**src/rtl/run_arbiter.sv**
```systemverilog
// Round-robin arbiter that hands one start/stop run engine to N requesters,
// bounds every session with a timeout and spaces sessions with a cooldown.
module run_arbiter #(
  parameter int N        = 4,
  parameter int TIMEOUT  = 16,
  parameter int COOLDOWN = 2,
  localparam int OW      = (N > 1) ? $clog2(N) : 1
) (
  input  logic          clk,
  input  logic          rst,
  input  logic [N-1:0]  req,
  output logic [N-1:0]  grant,
  output logic          start,
  output logic          stop,
  output logic          busy,
  output logic [OW-1:0] owner,
  output logic          timeout_err
);

  localparam int CW = $clog2(TIMEOUT + 1);
  localparam int KW = (COOLDOWN > 0) ? $clog2(COOLDOWN + 1) : 1;
  localparam logic [CW-1:0] CNT_LAST  = CW'(TIMEOUT - 1);
  localparam logic [KW-1:0] COOL_LAST = (COOLDOWN > 0) ? KW'(COOLDOWN - 1) : '0;
  localparam logic [N-1:0]  ONE       = {{(N-1){1'b0}}, 1'b1};

  typedef enum logic [2:0] {
    S_IDLE,
    S_START,
    S_RUN,
    S_STOP,
    S_COOL
  } state_t;

  state_t        state;
  logic [OW-1:0] ptr;
  logic [CW-1:0] cnt;
  logic [KW-1:0] ccnt;

  logic          found;
  logic [OW-1:0] sel;
  logic [OW:0]   sum;
  logic [OW-1:0] next_ptr;

  // Scan ptr, ptr+1, ... wrapping at N; the first set request wins.
  always_comb begin
    found = 1'b0;
    sel   = '0;
    sum   = '0;
    for (int i = 0; i < N; i++) begin
      sum = {1'b0, ptr} + (OW+1)'(i);
      if (sum >= (OW+1)'(N)) sum = sum - (OW+1)'(N);
      if (!found && req[sum[OW-1:0]]) begin
        found = 1'b1;
        sel   = sum[OW-1:0];
      end
    end
  end

  assign next_ptr = (owner == OW'(N - 1)) ? '0 : owner + 1'b1;

  always_ff @(posedge clk) begin
    if (rst) begin
      state       <= S_IDLE;
      grant       <= '0;
      start       <= 1'b0;
      stop        <= 1'b0;
      busy        <= 1'b0;
      owner       <= '0;
      timeout_err <= 1'b0;
      ptr         <= '0;
      cnt         <= '0;
      ccnt        <= '0;
    end else begin
      start       <= 1'b0;
      stop        <= 1'b0;
      timeout_err <= 1'b0;
      case (state)
        S_IDLE: begin
          if (found) begin
            state <= S_START;
            owner <= sel;
            grant <= ONE << sel;
            start <= 1'b1;
            busy  <= 1'b1;
          end
        end
        S_START: begin
          state <= S_RUN;
          cnt   <= '0;
        end
        S_RUN: begin
          // Release is tested first so a simultaneous timeout is not flagged.
          if (!req[owner]) begin
            state <= S_STOP;
            stop  <= 1'b1;
            grant <= '0;
          end else if (cnt == CNT_LAST) begin
            state       <= S_STOP;
            stop        <= 1'b1;
            timeout_err <= 1'b1;
            grant       <= '0;
          end else begin
            cnt <= cnt + 1'b1;
          end
        end
        S_STOP: begin
          ptr  <= next_ptr;
          ccnt <= '0;
          if (COOLDOWN > 0) begin
            state <= S_COOL;
          end else begin
            state <= S_IDLE;
            busy  <= 1'b0;
          end
        end
        S_COOL: begin
          if (ccnt == COOL_LAST) begin
            state <= S_IDLE;
            busy  <= 1'b0;
          end else begin
            ccnt <= ccnt + 1'b1;
          end
        end
        default: begin
          state <= S_IDLE;
          grant <= '0;
          busy  <= 1'b0;
        end
      endcase
    end
  end

endmodule

```
**config.mk**
```make
export PLATFORM = sky130hd
export DESIGN_NAME = run_arbiter
export DESIGN_NICKNAME = d
export VERILOG_FILES = /design/src/rtl/run_arbiter.sv
export SDC_FILE = /design/constraint.sdc
export NUM_CORES = 1
export LEC_CHECK = 0
export ABC_CLOCK_PERIOD_IN_PS = 2100
export CORE_ASPECT_RATIO = 0.9
export CORE_MARGIN = 2
export CORE_UTILIZATION = 48
export DETAILED_ROUTE_END_ITERATION = 10
export HOLD_SLACK_MARGIN = 0.03
export PLACE_DENSITY = 0.8
export SYNTH_ARGS = -nofsm -noshare
export SYNTH_HDL_FRONTEND = slang
export SYNTH_SLANG_ARGS = --single-unit
```
**constraint.sdc**
```tcl
create_clock -name clk -period 2.1 [get_ports clk]
set_clock_uncertainty 0.15 [all_clocks]
set_input_delay 0.42 -clock clk [delete_from_list [all_inputs] [get_ports clk]]
set_output_delay 0.42 -clock clk [all_outputs]
set_load 0.02 [all_outputs]
```
==> impl_metrics.json, run 1 <==
{
  "clk_pin_slew_ns": 0.12,
  "synth_edf_count": 0,
  "instances_no_fill": 191,
  "synth-seq-cells": 22,
  "relSlewSlack_pct": 56.3,
  "fin_crit_ns": 2.00,
  "grtUsageTotal_pct": 21.8,
  "die-width_um": 57.8,
  "syn_inst": 138,
  "drtAntennaViolNets": 0,
  "die_area_um2": 3030,
  "yosysTopAreaCell": "dfxtp_1",
  "portBuffers": 15,
  "worst-setup-path-type": "reg -> reg",
  "fp.dieH_um": 52.4,
  "fin_area_um2": 1600,
  "yosysWarnings": 0,
  "synth_top_area_share_pct": 35.2,
  "yosys_most_used_dff": "dfxtp_1",
  "rsz0062_at_grt": "false",
  "path_cells": "ha_2, and3_4, ha_4, nand4bb_1, a2bb2oi_2, or4_1, a21boi_1",
  "critPathMaxStageDelay_ns": 0.41,
  "drv_slew": 0,
  "antenna_cells": 0,
  "place_congestion": 0.846,
  "power_density_nw_per_um2": 704,
  "overflow": 0,
  "io_pins": 16,
  "final_common_cell": "dfxtp_1",
  "reg2reg_slack_ns": 0.1,
  "drt_pass1_iterations": 4,
  "syn_area_per_cell_um2": 9.06,
  "power_leakage_nw": 0.572,
  "vias": 1122,
  "power_mw": 1.13,
  "async_reset_ff_share_pct": 0,
  "max-clock-path-buffers": 2,
  "final_cell_mix": "20 x dfxtp_1, 15 x clkdlybuf4s50_1, 13 x a21oi_1, 13 x buf_4, 10 x nor2_1",
  "root_buffer": "clkbuf_4",
  "fin_crit_sh_pct": 95.3,
  "arrival_ns": 2.11,
  "cts_buffers": 3,
  "crit_path_end_kind": "flip-flop",
  "setup_slack_ns": 0.0989,
  "hp-class": "reg -> reg",
  "clk_latency_ns": 0.32,
  "drt_wl_total_um": 2850,
  "hpwlAfterDp_um": 2110,
  "status": "finished clean",
  "critical_path_required_ns": 2.21,
  "multi_input_area_um2": 785,
  "num_rows": 17,
  "grt_pass1_vias": 1087,
  "synth_area_leaders": "dfxtp_1 35%, a21oi_1 5.2%, ha_1 4.0%",
  "post-route-drc-count": 0,
  "htreeDepth": 1,
  "yosysUniqueCellTypes": 48,
  "start_kind": "flip-flop",
  "hold_viol": 0,
  "syn_to_final_growth_pct": 28.3,
  "ys_seq_area_share_pct": 35.2,
  "avgViaCountPerCell": 5.87,
  "syn_nets": 148,
  "fillers": 216,
  "seqCellArea_um2": 443,
  "cts_tree": "built",
  "wire_per_inst_um": 14.9,
  "slowest_stage": "or4_1",
  "cts_sinks": 22,
  "nNetsFinal": 174,
  "grt_max_degree": 17,
  "max_cap_viol_count": 0,
  "drt_iter0_drc": 27,
  "antenna_found_initial": 0,
  "cts-hold-fix-buffers": 0,
  "drive_above_1_share_pct": 22.1,
  "crit_fanout": 5,
  "grt_pass1_wl_um": 4980,
  "worst_pin_slew_ns": 0.655,
  "max_freq_ghz": 0.500,
  "placedCellCount": 186,
  "setup_violations": 0,
  "fin_tns_setup_ns": 0,
  "placed_area_um2": 1490,
  "syn_area_um2": 1250,
  "pre_cts_slack_ns": -0.127,
  "ir_drop_uv": 584,
  "placeableCoreArea_um2": 2470,
  "start_util_pct": 50.7
}
==> area by class of cell <==
cell class	instances	area share (%)
inverters	8	1.87
clock inverters	1	1.87
multi-input cells	100	48.9
clock buffers	3	1.40
repair buffers	29	16.1
well taps	28	2.18
flip-flops and latches	22	27.6
==> registers in the layout, indices dropped and copies added, names as in the netlist <==
register	count
busy	1
timeout_err	1
cnt	5
ccnt	2
owner	2
start	1
ptr	2
state	3
grant	4
stop	1
==> synthesized netlist by cell type (2+ instances only) <==
master / n
nand2b_1: 7
and2_1: 2
nor2_1: 10
dfxtp_1: 22
nand3_1: 2
clkbuf_1: 3
o22ai_1: 2
o32ai_1: 3
inv_1: 8
buf_2: 4
nor4_1: 2
o31ai_1: 3
a32o_1: 2
nor3_1: 3
nor3b_1: 3
nand2_1: 9
ha_1: 4
nor2b_1: 2
mux2i_1: 4
or3_1: 2
a21oi_1: 13
nor4b_4: 2
==> cells by family after synthesis <==
| kind of cell | synth area share [%] |
|---|---|
| flops | 35.2 |
| mux | 5.21 |
| compound gates | 22.6 |
| simple gates | 27.1 |
| fa+ha+maj | 4.00 |
| buf+inv | 5.81 |
==> critical path, delay by kind of cell, from the launching register on <==
family / cells / cell delay [ns]
fa+ha+maj: 2 / 0.35
simple gates: 3 / 0.79
flops: 1 / 0.35
compound gates: 2 / 0.29
==> what timing repair did <==
action,4_1_cts,5_1_grt
endpoints found under the setup margin,3,6
pin swaps,0,2
resized for setup,3,8
buffers inserted,0,1
cloned,0,0
==> routing by layer <==
| layer | GRT usage, % | routed length [um] |
|---|---|---|
| met1 | 25.6 | 1280 |
| met2 | 38.4 | 1400 |
| met3 | 4.44 | 109 |
| met4 | 9.30 | 61 |
| met5 | 0 | 0 |
==> stage by stage <==
step | hold slack (ns) | util [%]
finish | 0.347 | 65.0
detailed placement | 0.321 | 60.5
global route | 0.367 | 65.0
CTS | 0.347 | 63.3
global placement | 0.308 | 60.5
floorplan | 0.297 | -
==> final timing paths <==
check,start,cells after the start,to
hold / removal,grant[2]$_SDFFE_PP0P_,2,grant[2]$_SDFFE_PP0P_
setup reg to reg,cnt[1]$_SDFFE_PP0P_,7,cnt[3]$_SDFFE_PP0P_
hold reg to reg,grant[2]$_SDFFE_PP0P_,2,grant[2]$_SDFFE_PP0P_
setup / recovery,cnt[1]$_SDFFE_PP0P_,7,cnt[3]$_SDFFE_PP0P_
==> where the power goes <==
group	total (mW)	switching [mW]	internal, mW	leakage (nW)
Sequential	0.490	0.0408	0.449	0.180
Clock	0.325	0.132	0.193	0.0279
Combinational	0.313	0.159	0.154	0.364
No activity file was read; power rests on OpenSTA's default activity.
==> inputs of run 2 (changes only) <==
- HOLD_SLACK_MARGIN: 0.03 -> default
==> results of run 2 <==
Final layout, timing and power as in run 1 (identical DEF).
==> inputs of run 3 (changes only) <==
- CORE_MARGIN: 2 -> 1
==> run 3 against run 2 <==
Compared with the run above:
- register-to-register slack worse by 0.03 ns
- die area shrank 7.1%
- largest power group unchanged
- sequential cell count is the same
- cell count grew 1.0%
- sequential share of layout area down 0.21 points
- largest cell class unchanged
- core utilization is 0.51 points higher
- non-clock buffer count grew 2
==> impl_metrics.json, run 3 (same netlist as run 1, synthesis figures left out) <==
{
  "status": "finished clean",
  "portBuffers": 15,
  "grtUsageMet3_pct": 6.44,
  "fin_crit_sh_pct": 96.6,
  "htreeDepth": 1,
  "final_common_cell": "dfxtp_1",
  "power_mw": 1.14,
  "critPathMaxStageDelay_ns": 0.41,
  "top_register": "cnt",
  "largest_register_ffs": 5,
  "antenna_found_initial": 0,
  "drive_above_1_share_pct": 22.4,
  "fin_tns_setup_ns": 0,
  "critical_path_required_ns": 2.20,
  "cts-hold-fix-buffers": 0,
  "fin_area_um2": 1620,
  "post-route-drc-count": 0,
  "grtUsageMet2_pct": 44.4,
  "drt_wl_total_um": 3050,
  "fillers": 203,
  "worst_pin_slew_ns": 0.552,
  "place_congestion": 0.827,
  "hold_ws_ns": 0.337,
  "fin_crit_ns": 2.03,
  "worst-setup-path-type": "reg -> reg",
  "antenna_cells": 0,
  "power_leakage_nw": 0.580,
  "fp.dieH_um": 50.4,
  "grt_max_degree": 17,
  "setup_violations": 0,
  "wire_per_inst_um": 15.8,
  "multi_input_area_um2": 786,
  "final_cell_mix": "20 x dfxtp_1, 16 x buf_4, 15 x clkdlybuf4s50_1",
  "die-width_um": 55.8,
  "cts_tree": "built",
  "max-clock-path-buffers": 2,
  "crit_fanout": 4,
  "cts_sinks": 22,
  "relSlewSlack_pct": 63.1,
  "hpwlAfterDp_um": 2260,
  "drtAntennaViolNets": 0,
  "num_rows": 17,
  "arrival_ns": 2.13,
  "clk_pin_slew_ns": 0.13,
  "start_util_pct": 50.7,
  "root_buffer": "clkbuf_4",
  "hold_viol": 0,
  "vias": 1132,
  "crit_path_end_kind": "flip-flop",
  "instances_no_fill": 193,
  "die_area_um2": 2810,
  "ir_drop_uv": 991,
  "syn_to_final_growth_pct": 29.3,
  "start_kind": "flip-flop",
  "grt_pass1_vias": 1108,
  "busiest_layer": "met2",
  "cts_setup_buffers": 0,
  "power_density_nw_per_um2": 705,
  "max_freq_ghz": 0.493,
  "met1_usage_pct": 27.0,
  "placed_area_um2": 1520,
  "placeableCoreArea_um2": 2470,
  "overflow": 0,
  "drv_slew": 0,
  "hp-class": "reg -> reg",
  "grtUsageTotal_pct": 23.7,
  "clk_latency_ns": 0.32,
  "seqCellArea_um2": 443,
  "cts_buffers": 3,
  "top_regs": "cnt (5), grant (4), state (3)",
  "drt_iter0_drc": 29,
  "max_cap_viol_count": 0,
  "nNetsFinal": 176,
  "grt_pass1_wl_um": 5130,
  "drt_pass1_iterations": 4,
  "slowest_stage": "or4_1",
  "avgViaCountPerCell": 5.87,
  "placedCellCount": 189,
  "io_pins": 16,
  "path_cells": "ha_2, and3_4, ha_4, nand4bb_1, a2bb2oi_2, or4_1, a21boi_1"
}
[run 3: metal layers]
metal / vias to the layer above / wire length (um)
met1: 536 / 1290
li1: 564 / -
met2: 28 / 1600
met4: 0 / 29
met3: 4 / 123
met5: - / 0
[run 3: critical path: cells and delay by family, from the launching register on]
kind | cells | cell delay (ns)
adders and majority gates | 2 | 0.35
DFF | 1 | 0.35
AOI/OAI and AO/OA | 2 | 0.32
and+or+nand+nor | 3 | 0.79
[run 3: path summary, 6_finish.rpt]
path | startpoint | endpoint | slack, ns | cells after the start
max | cnt[0]$_SDFFE_PP0P_ | cnt[3]$_SDFFE_PP0P_ | 0.07 | 7
min | grant[0]$_SDFFE_PP0P_ | grant[0]$_SDFFE_PP0P_ | 0.34 | 2
max reg2reg | cnt[0]$_SDFFE_PP0P_ | cnt[3]$_SDFFE_PP0P_ | 0.07 | 7
min reg2reg | grant[0]$_SDFFE_PP0P_ | grant[0]$_SDFFE_PP0P_ | 0.34 | 2
[run 3: power breakdown]
group | internal (mW) | switching [mW]
logic | 0.157 | 0.161
registers | 0.449 | 0.0437
clock network | 0.193 | 0.136
[run 3: cell type report]
cell class	instances	share of cell area [%]
clock buffer	3	1.39
clock inverter	1	1.86
inverter	8	1.86
multi-input combinational	100	48.6
sequential	22	27.4
tap	28	2.17
timing repair buffer	31	16.7
[run 3: metrics by stage]
stage / util [%] / setup slack (ns)
5_1_grt: 65.5 / -0.0365
4_1_cts: 64.2 / 0.0265
3_5_place_dp: 61.4 / -0.236
2_1_floorplan: - / 0.0367
3_3_place_gp: 61.4 / -0.133
6_report: 65.5 / 0.0709
[run 3: timing repair]
item / 4_1_cts / 5_1_grt
gates resized for setup: 4 / 5
endpoints found under the setup margin: 5 / 5
pin swaps: 3 / 0
gates cloned: 0 / 0
